==> src/rtl/delay_pkg.sv <==
// ============================================================================
// Module      : delay_pkg
// Description : Shared helpers for the stallable multi-lane delay line.
// Revision    : 1.0 - initial release
// ============================================================================
`default_nettype none

package delay_pkg;

  localparam int DEFAULT_MAX_DEPTH = 16;

  // Width needed to hold any value 0..max inclusive.
  function automatic int depth_width(input int max);
    return (max < 1) ? 1 : $clog2(max + 1);
  endfunction

  function automatic int clamp_depth(input int d, input int max);
    if (d < 1)   return 1;
    if (d > max) return max;
    return d;
  endfunction

endpackage

`default_nettype wire

==> src/rtl/delay_line_mem.sv <==
// ============================================================================
// Module      : delay_line_mem
// Description : Register-file storage, synchronous write, asynchronous read.
// Revision    : 1.0 - initial release
// ============================================================================
`default_nettype none

module delay_line_mem #(
  parameter int DEPTH  = 16,
  parameter int DATA_W = 48,
  parameter int AW     = 4
) (
  input  logic              clk,
  input  logic              we_i,
  input  logic [AW-1:0]     waddr_i,
  input  logic [DATA_W-1:0] wdata_i,
  input  logic [AW-1:0]     raddr_i,
  output logic [DATA_W-1:0] rdata_o
);

  logic [DATA_W-1:0] mem_q [DEPTH];

  always_ff @(posedge clk) begin
    if (we_i) mem_q[waddr_i] <= wdata_i;
  end

  assign rdata_o = mem_q[raddr_i];

endmodule

`default_nettype wire

==> src/rtl/stall_delay_line.sv <==
// ============================================================================
// Module      : stall_delay_line
// Description : Multi-lane stallable delay line, runtime-programmable depth.
// Revision    : 1.0 - initial release
// ============================================================================
`default_nettype none

module stall_delay_line
  import delay_pkg::*;
#(
  parameter  int WIDTH     = 24,
  parameter  int LANES     = 2,
  parameter  int MAX_DEPTH = DEFAULT_MAX_DEPTH,
  localparam int DW        = depth_width(MAX_DEPTH)
) (
  input  logic                   clk,
  input  logic                   rst,
  input  logic                   en,
  input  logic                   flush,
  input  logic                   cfg_load,
  input  logic [DW-1:0]          cfg_depth,
  input  logic                   in_valid,
  input  logic [LANES*WIDTH-1:0] in_data,
  output logic                   out_valid,
  output logic [LANES*WIDTH-1:0] out_data,
  output logic [DW-1:0]          occupancy,
  output logic                   empty
);

  localparam int PW = (MAX_DEPTH > 1) ? $clog2(MAX_DEPTH) : 1;

  typedef logic [LANES-1:0][WIDTH-1:0] lane_vec_t;

  logic [PW-1:0]        ptr_q, ptr_d;
  logic [DW-1:0]        depth_q, depth_d;
  logic [MAX_DEPTH-1:0] vld_q, vld_d;
  logic [DW-1:0]        occ_q, occ_d;

  logic                   adv;
  logic [LANES*WIDTH-1:0] rd_data;
  lane_vec_t              rd_lanes;

  assign adv = en && !flush && !cfg_load;

  always_comb begin
    ptr_d   = ptr_q;
    depth_d = depth_q;
    vld_d   = vld_q;
    occ_d   = occ_q;
    if (cfg_load) begin
      depth_d = DW'(clamp_depth(int'(cfg_depth), MAX_DEPTH));
      ptr_d   = '0;
      vld_d   = '0;
      occ_d   = '0;
    end else if (flush) begin
      ptr_d = '0;
      vld_d = '0;
      occ_d = '0;
    end else if (en) begin
      vld_d[ptr_q] = in_valid;
      // Wrap at the programmed depth, not at MAX_DEPTH.
      ptr_d = (DW'(ptr_q) == depth_q - DW'(1)) ? '0 : ptr_q + PW'(1);
      occ_d = occ_q + DW'(in_valid) - DW'(vld_q[ptr_q]);
    end
  end

  always_ff @(posedge clk or posedge rst) begin
    if (rst) begin
      ptr_q   <= '0;
      depth_q <= DW'(MAX_DEPTH);
      vld_q   <= '0;
      occ_q   <= '0;
    end else begin
      ptr_q   <= ptr_d;
      depth_q <= depth_d;
      vld_q   <= vld_d;
      occ_q   <= occ_d;
    end
  end

  delay_line_mem #(
    .DEPTH  (MAX_DEPTH),
    .DATA_W (LANES*WIDTH),
    .AW     (PW)
  ) u_mem (
    .clk     (clk),
    .we_i    (adv),
    .waddr_i (ptr_q),
    .wdata_i (in_data),
    .raddr_i (ptr_q),
    .rdata_o (rd_data)
  );

  assign rd_lanes  = rd_data;
  assign out_valid = vld_q[ptr_q];
  assign out_data  = out_valid ? rd_lanes : '0;
  assign occupancy = occ_q;
  assign empty     = (occ_q == '0);

endmodule

`default_nettype wire

==> config.mk <==
export PLATFORM = sky130hd
export DESIGN_NAME = stall_delay_line
export DESIGN_NICKNAME = d
export VERILOG_FILES = /design/src/rtl/delay_pkg.sv /design/src/rtl/delay_line_mem.sv /design/src/rtl/stall_delay_line.sv
export SDC_FILE = /design/constraint.sdc
export NUM_CORES = 1
export LEC_CHECK = 0
export ABC_CLOCK_PERIOD_IN_PS = 9220
export CELL_PAD_IN_SITES_DETAIL_PLACEMENT = 0
export CELL_PAD_IN_SITES_GLOBAL_PLACEMENT = 2
export CORE_ASPECT_RATIO = 0.7
export CORE_MARGIN = 2
export CORE_UTILIZATION = 53
export DETAILED_ROUTE_END_ITERATION = 16
export PLACE_DENSITY_LB_ADDON = 0.15
export SYNTH_ARGS = -nofsm -noshare
export SYNTH_HDL_FRONTEND = slang
export SYNTH_SLANG_ARGS = --single-unit
==> constraint.sdc <==
create_clock -name clk -period 9.22 [get_ports clk]
set_input_delay 0.922 -clock clk [delete_from_list [all_inputs] [get_ports clk]]
set_output_delay 0.922 -clock clk [all_outputs]
set_load 0.01 [all_outputs]
* Word level (Yosys, flattened, before mapping)
Memory sizes are Yosys's and may differ from the RTL's. Index checks and enable logic that the tools add are counted.
Word-level totals: output and inout bits 55, latch bits 0, memories kept 1, bits in writable memories 768, logic and storage cells 48, bits of input ports 59, register bits 30, memory bits (read-only) 0
Memories:
- u_mem.mem_q | words 16, width 48, rd ports 1, clocked after Yosys merged registers in 0, write ports 1, RTL line delay_line_mem.sv:21 | logic [DATA_W-1:0] mem_q [DEPTH];
Operators by class: equality and inequality tests 1, bitwise logic cells 0, shift-type cells 0, div/mod/pow operators 0, reductions and logical operators 7, $lt $le $gt $ge 4, multiplexer cells 27, add/sub/neg operators 4, multiply operators 0
Operators by type and width (count):
- $mux 16 | 3
- $mux 48 | 1
- $mux 5 | 6
- $bwmux 16 | 1
- $mux 4 | 4
- $mux 1 | 10
- $add 5x1->5 | 1
- $eq 4x5->1 | 1
- $gt 5x5->1 const B | 1
- $logic_not 5->1 | 1
- $lt 4x5->1 const B | 1
- $lt 5x1->1 const B | 1
- $sub 5x1->5 | 1
- $sub 5x1->5 const B | 1
- $add 4x1->4 const B | 1
- $bmux 1 s4 | 1
- $demux 1 s4 | 1
- $ge 4x1->1 const B | 1
- $logic_and 1x1->1 | 3
- $reduce_bool 3->1 | 1
- $logic_not 1->1 | 2

* Depth between registers and ports, before layout
Gate-level depths: netlist of run 1.
depth after elaboration 8, gate-level depth with buffers 17

* Modules after synthesis
A second synthesis of run 1 with hierarchy kept.
Second synthesis, totals: cells, all modules 1438, area, all modules 30907.1 um2
By module, submodules not included:
- delay_line_mem | area each 28733.8 um2, times used 1, cells each 1194
- stall_delay_line | area each 2173.3 um2, times used 1, cells each 244

* Least setup slack after synthesis of run 1
OpenSTA, ideal clock, no wires.
kind input port to flip-flop, start in en, end mem u_mem.mem_q[12][0] (enable), slack 5.024 ns, cell stages on the path 4, required time 8.766 ns, arrival time 3.742 ns, cell sequence buf_1 > buf_1 > nand3_1 > nor2_1
On the way: longest elaborated chain between the ends 4
Ends and longest elaborated chain:
- start: declaration | RTL line stall_delay_line.sv:18 | input logic en,
- $logic_and 1x1->1 (2 in series) | RTL line stall_delay_line.sv:43 | assign adv = en && !flush && !cfg_load;
- $mux 1 | RTL line delay_line_mem.sv:24 | if (we_i) mem_q[waddr_i] <= wdata_i;
- $mux 1 (implied by the code) | RTL line delay_line_mem.sv:24
- end: declaration | RTL line delay_line_mem.sv:21
No other way between the ends.

* Final worst setup path of run 1
start reg ptr_q[0], end out out_data[28]
On the way: longest elaborated chain between the ends 3
Ends and longest elaborated chain:
- start: declaration | RTL line stall_delay_line.sv:34 | logic [PW-1:0] ptr_q, ptr_d;
- start signal: assignment | RTL line stall_delay_line.sv:74 | ptr_q <= ptr_d;
- $bmux 1 s4 | RTL line stall_delay_line.sv:95 | assign out_valid = vld_q[ptr_q];
- $mux 1 (implied by the code) | RTL line stall_delay_line.sv:95
- $mux 48 (*) | RTL line stall_delay_line.sv:96 | assign out_data = out_valid ? rd_lanes : '0;
- end: declaration | RTL line stall_delay_line.sv:25 | output logic [LANES*WIDTH-1:0] out_data,
Mark *: on every way between the ends. The rest lies on a longest branch, timed or not. The select of a mux whose other input is x is not followed.

==> results of run 1 <==
==> cells by family (layout without fill, tap and decap cells) <==
| group | after synthesis | after routing | synth area share |
|---|---|---|---|
| AOI/OAI and AO/OA | 51 | 51 | 0.00930 |
| other | 0 | 1 | 0 |
| and+or+nand+nor | 140 | 140 | 0.0228 |
| adders and majority gates | 12 | 12 | 0.00507 |
| buffers and inverters | 89 | 280 | 0.0155 |
| xor gates and xnor gates | 7 | 7 | 0.00197 |
| DFF | 798 | 798 | 0.766 |
| muxes | 250 | 250 | 0.179 |
==> area by class of cell <==
class                           instances  area, sq um
Sequential cell                       798        23800
Fill cell                            4094        22800
Multi-Input combinational cell        460         6920
Clock buffer                           92         1960
Timing Repair Buffer                  138         1330
Tap cell                              760          951
Clock inverter                         34          270
Inverter                               16         60.1
Antenna cell                            1         2.50
==> registers in the layout, indices dropped and copies added (netlist names) <==
name	count
u_mem.mem_q	768
vld_q	16
depth_q	5
occupancy	5
ptr_q	4
==> layer usage <==
layer  GRT usage  share of wire
met1       0.336           0.45
met5           0        0.00015
met4      0.0583          0.019
met3      0.0369          0.052
met2       0.354           0.48
==> worst max path at each step <==
stage / endpoint / cells past startpoint / slack [ns]
2_1_floorplan: u_mem.mem_q[12][0] / 4 / 5.02
3_3_place_gp: out_data[24] / 6 / 3.92
3_5_place_dp: out_data[28] / 6 / 3.86
4_1_cts: out_data[28] / 6 / 3.20
5_1_grt: out_data[28] / 6 / 2.98
6_report: out_data[28] / 6 / 3.39
==> critical path: stages, from the launching register on <==
cell	delay [ns]
dfrtp_4	0.76
buf_4	0.77
buf_4	0.88
mux4_2	0.61
mux4_2	0.48
nor2b_1	0.19
clkdlybuf4s50_1	0.54
==> stage by stage <==
stage          instance area [sq um]  utilization  setup WS (ns)  hold WS, ns  cells
2_1_floorplan                  31100            -           5.02        0.511   1347
3_3_place_gp                   33100        0.569           3.92        0.529   2172
3_5_place_dp                   33100        0.569           3.86        0.538   2172
4_1_cts                        35300        0.607           3.20        0.547   2298
5_1_grt                        35300        0.607           2.98        0.570   2299
6_report                       35300        0.607           3.39        0.546   2299
==> power breakdown <==
part           total, mW  internal [mW]  leakage, nW  switching, mW
Clock               2.88           1.62         1.09           1.26
Combinational      0.271          0.133         2.24          0.138
Sequential          4.00           3.99         7.31         0.0129
Total               7.15           5.74         10.6           1.41
==> cells in the final DEF (no fill, tap or decap), types with 5 or more instances in the layout <==
cell / instances
o21ai_0: 9
nand2_1: 26
nor2_4: 16
o21ai_1: 10
clkinv_2: 10
edfxtp_1: 768
clkbuf_1: 16
nor2_1: 24
mux4_2: 241
nand3_1: 5
a21oi_1: 19
ha_1: 11
clkbuf_16: 76
clkinv_1: 16
buf_4: 24
clkdlybuf4s50_1: 113
nor2b_1: 48
xnor2_1: 5
inv_1: 14
dfrtp_1: 25
==> results.md, run 1 <==
- First-pass GRT wire length: 97400 um
- Die area: 0.0606 sq mm
- Placeable Area: 0.0581 sq mm
- Critical path class: register to output port
- Largest net degree at the start of global routing: 158
- Slew headroom: 0.242
- Crit path arrival time: 4.91 ns
- CP startpoint: ptr_q[0]
- Hold Vio Cnt, Final: 0
- PwrDens: 202 mW/mm^2
- Die Y-Extent: 207 um
- CTS Buf Count: 74
- Static Leak: 10.6 nW
- Synth area leaders: edfxtp_1 74%, mux4_2 17%, dfrtp_1 2.3%
- Post-CTS resize count: 0
- Total Routed Length: 66000 um
- GRT Total Usage: 0.225
- Syn_nets: 1418
- Post-synth ARST share: 0.0376
- Clock Tree Root: clkbuf_16
- Grt ovf: 0
- Total of max-cap violations: 0
- Seq/Total Area, Yosys: 0.766
- Starting Density: 0.535
- Unrepaired setup endpoints after global routing: false
- CP Launch Type: register
- WL per Instance: 28.7 um
- Max Slew Vio Count: 0
- Post-CTS Setup Inserts: 0
- Via count: 14129
- Clock period minus worst slack: 5.83 ns
- Hold Path End: vld_q[15]
- Post-synth EDFFs: 768
- Ys Warns: 0
- Post-synth top area cell: edfxtp_1
- Clock slew at reported path FFs: 0.06 ns
- Top-area cell type share of the netlist area: 0.742
- Mapped Cells: 1347
- Sink Count: 798
- Antenna viol nets, final: 0
- Clk Latency, worst-skew pair: 0.61 ns
- FP Rows: 74
- CP required: 8.30 ns
- Status: finished clean
- Post-synth top cells: 768 x edfxtp_1, 241 x mux4_2, 48 x nor2b_1
- I/O pins: 114
- Cts hold-fix bufs: 0
- Type of the worst min-delay path: register to register
- Share of cells above drive strength 1: 0.252
- Most frequent cell after synthesis: edfxtp_1
- Worst reg2reg setup slack: 4.42 ns
- Routability Congestion: 0.718
- Slew at the pin closest to its max-slew limit: 1.14 ns
- Max Fanout on Critical Path: 48
- Worst Setup End Kind: output port
- F_max: 172 MHz
- Area grow syn2layout: 13.6%
- DPL Wire Length: 30400 um
- Initial antenna violation count: 2
- Sum Neg Setup Slack: 0 ns
- R2R Path Start: ptr_q[0]
- #FFs+latches synth: 798
- Period Utilization, post-route: 0.632
- Drt pass-1 iters: 5
- Nets@finish: 1559
- H-tree levels: 3
- Main synth FF type: edfxtp_1
- Vias in the first global route: 14543
- Mapped Area: 0.0311 sq mm
- Avg Synthesized Cell Area: 23.1 sq um
- Die W: 293 um
- Drc violations: 0
- DRT iter0 DRCs: 1442
- R2r endpoint: occupancy[4]
- DR vias/cell: 6.15
- Worst hold path cell count: 2
- Max rail drop VDD: 131 uV
- Yosys cell types: 45
- Final setup viols: 0
- Clock buffer depth: 3
- R2r worst-path depth: 15
- CTS tree: built
- I/O Buffers: 113
- Clk_skew: 0.0141 ns
- Pwr Total: 7.15 mW
- Worst Min Path Start: vld_q[15]
(Power assumes the default switching activity.)
==> inputs of run 2 (changes only) <==
- ABC_CLOCK_PERIOD_IN_PS: 9220 -> 5250
- CORE_UTILIZATION: 53 -> 44
- clock period: 9.22 -> 5.25 ns (I/O delays scaled with it)
==> run 2 against run 1 <==
Effect of this change:
- clock power up 85%
- clock skew up 0.0044 ns
- routed wire length up 4.6%
- non-clock buffer count up 11
- die area up 20%
- first-iteration DRC count down 13%
- core utilization down 9.2 points
- largest power group unchanged
- highest routed layer unchanged
==> results.md, run 2 (synthesis results as in run 1) <==
- Status: finished clean
- CP required: 4.72 ns
- CP Launch Type: register
- Max rail drop VDD: 217 uV
- Critical path's slowest cell: dfrtp_4
- Total Routed Length: 69000 um
- DPL Wire Length: 35300 um
- Die area: 0.0728 sq mm
- I/O pins: 114
- Starting Density: 0.445
- Comb pwr share: 0.038
- Total of max-cap violations: 0
- Type of the worst min-delay path: input pin to asynchronous set/reset pin
- R2R Path Start: ptr_q[0]
- Most common cell after layout, fill and taps aside: edfxtp_1
- Clk Latency, worst-skew pair: 0.62 ns
- WHS: 0.305 ns
- Clock period minus worst slack: 4.46 ns
- Cts hold-fix bufs: 0
- Clock Power Share: 0.416
- Post-CTS Setup Inserts: 0
- Via count: 14133
- Die W: 322 um
- Worst Setup End Kind: output port
- CTS Buf Count: 77
- Max incr delay on CP: 0.84 ns
- Clock buffer depth: 3
- Share of cells above drive strength 1: 0.262
- Largest net degree at the start of global routing: 120
- Final setup viols: 0
- Most frequent cells in the layout: 768 x edfxtp_1, 241 x mux4_2, 113 x clkdlybuf4s50_1, 80 x clkbuf_16, 48 x nor2b_1
- Slew headroom: 0.345
- F_max: 224 MHz
- Unrepaired setup endpoints after global routing: false
- Pint: 10.3 mW
- Grt ovf: 0
- Routability Congestion: 0.705
- CP cell instances: buf_12 > mux4_2 > mux4_2 > nor2b_1 > clkdlybuf4s50_1
- Max Slew Vio Count: 0
- Part of the power in registers: 0.546
- Drc violations: 0
- Sum Neg Setup Slack: 0 ns
- WL met1: 31800 um
- I/O Buffers: 113
- First-pass GRT wire length: 101000 um
- Slew at the pin closest to its max-slew limit: 0.983 ns
- CP startpoint: ptr_q[1]
- R2r worst-path depth: 14
- Antenna viol nets, final: 0
- Worst reg2reg setup slack: 1.47 ns
- Area grow syn2layout: 15.7%
- Met3 routed WL: 3130 um
- DR vias/cell: 5.71
- FP Rows: 81
- Critical path class: register to output port
- Sw Pwr: 2.57 mW
- GRT Total Usage: 0.195
- Sink Count: 798
- Clk_skew: 0.0186 ns
- Initial antenna violation count: 3
- H-tree levels: 3
- Clock slew at reported path FFs: 0.06 ns
- Top Registers: u_mem.mem_q (768), vld_q (16)
- Clock Tree Root: clkbuf_16
- Post-CTS resize count: 0
- CTS tree: built
- Crit-path most repeated cell: mux4_2
- Nets@finish: 1573
- Vias in the first global route: 14672
- WL per Instance: 27.9 um
- Crit path arrival time: 3.93 ns
- Period Utilization, post-route: 0.849
- Max FFs per register: 768
- Placeable Area: 0.0698 sq mm
- Max Used Layer: met5
- Reg with most FFs: u_mem.mem_q
- Die Y-Extent: 226 um
- Max Fanout on Critical Path: 119
- Net Sw Frac: 0.200
- DRT iter0 DRCs: 1257
- Hold Vio Cnt, Final: 0
- Static Leak: 10.8 nW
- Drt pass-1 iters: 5
- Met2 WL post-DR: 33000 um
- PwrDens: 357 mW/mm^2
==> run 2: changes by cell type in the layout (fill, tap and decap cells not counted), sizes merged <==
cell | before | now
buf | 25 | 36
bufinv | 4 | 5
clkbuf | 92 | 99
clkinv | 27 | 29
clkinvlp | 2 | 3
inv | 17 | 19
==> run 2: final timing paths <==
path                           endpoint
min in group clk             depth_q[2]
min                          depth_q[1]
min reg2reg                   vld_q[12]
max                        out_data[30]
max reg2reg                occupancy[4]
max in group asynchronous      ptr_q[1]
==> run 2: metrics by stage <==
step	instances	power [mW]	area, sq um	util	worst slack, ns
after floorplan	1347	7.44	31100	-	1.40
after global placement	2336	7.65	33600	0.481	1.46
after CTS	2475	13.0	36000	0.515	0.759
final	2476	12.9	36000	0.515	0.792
after global routing	2475	13.3	36000	0.515	0.644
after detailed placement	2336	7.66	33600	0.481	1.41
==> run 2: power by group through the flow <==
stage	combinational [mW]	sequential [mW]	clock (mW)
final	0.489	7.02	5.34
after global routing	0.533	7.02	5.71
after CTS	0.501	7.02	5.47
after detailed placement	0.500	7.16	0
after global placement	0.491	7.16	0
after floorplan	0.294	7.15	0
==> run 2: worst max-delay path: cells and delay by family (launching register included) <==
family / cells / cell delay (ns)
DFF: 1 / 0.84
and+or+nand+nor: 1 / 0.19
muxes: 2 / 0.92
buffers and inverters: 2 / 1.04
==> run 2: final cells by class <==
cell class / count / area (sq um)
Sequential cell: 798 / 23800
Inverter: 16 / 60.1
Fill cell: 5434 / 33900
Antenna cell: 1 / 2.50
Clock buffer: 99 / 2070
Clock inverter: 40 / 337
Multi-Input combinational cell: 460 / 6920
Timing Repair Buffer: 149 / 1610
Tap cell: 913 / 1140
==> run 2: per-layer routing <==
metal	GRT usage	vias up
li1	-	6006
met1	0.286	7689
met2	0.309	355
met3	0.0318	81
met4	0.0446	2
met5	0	-
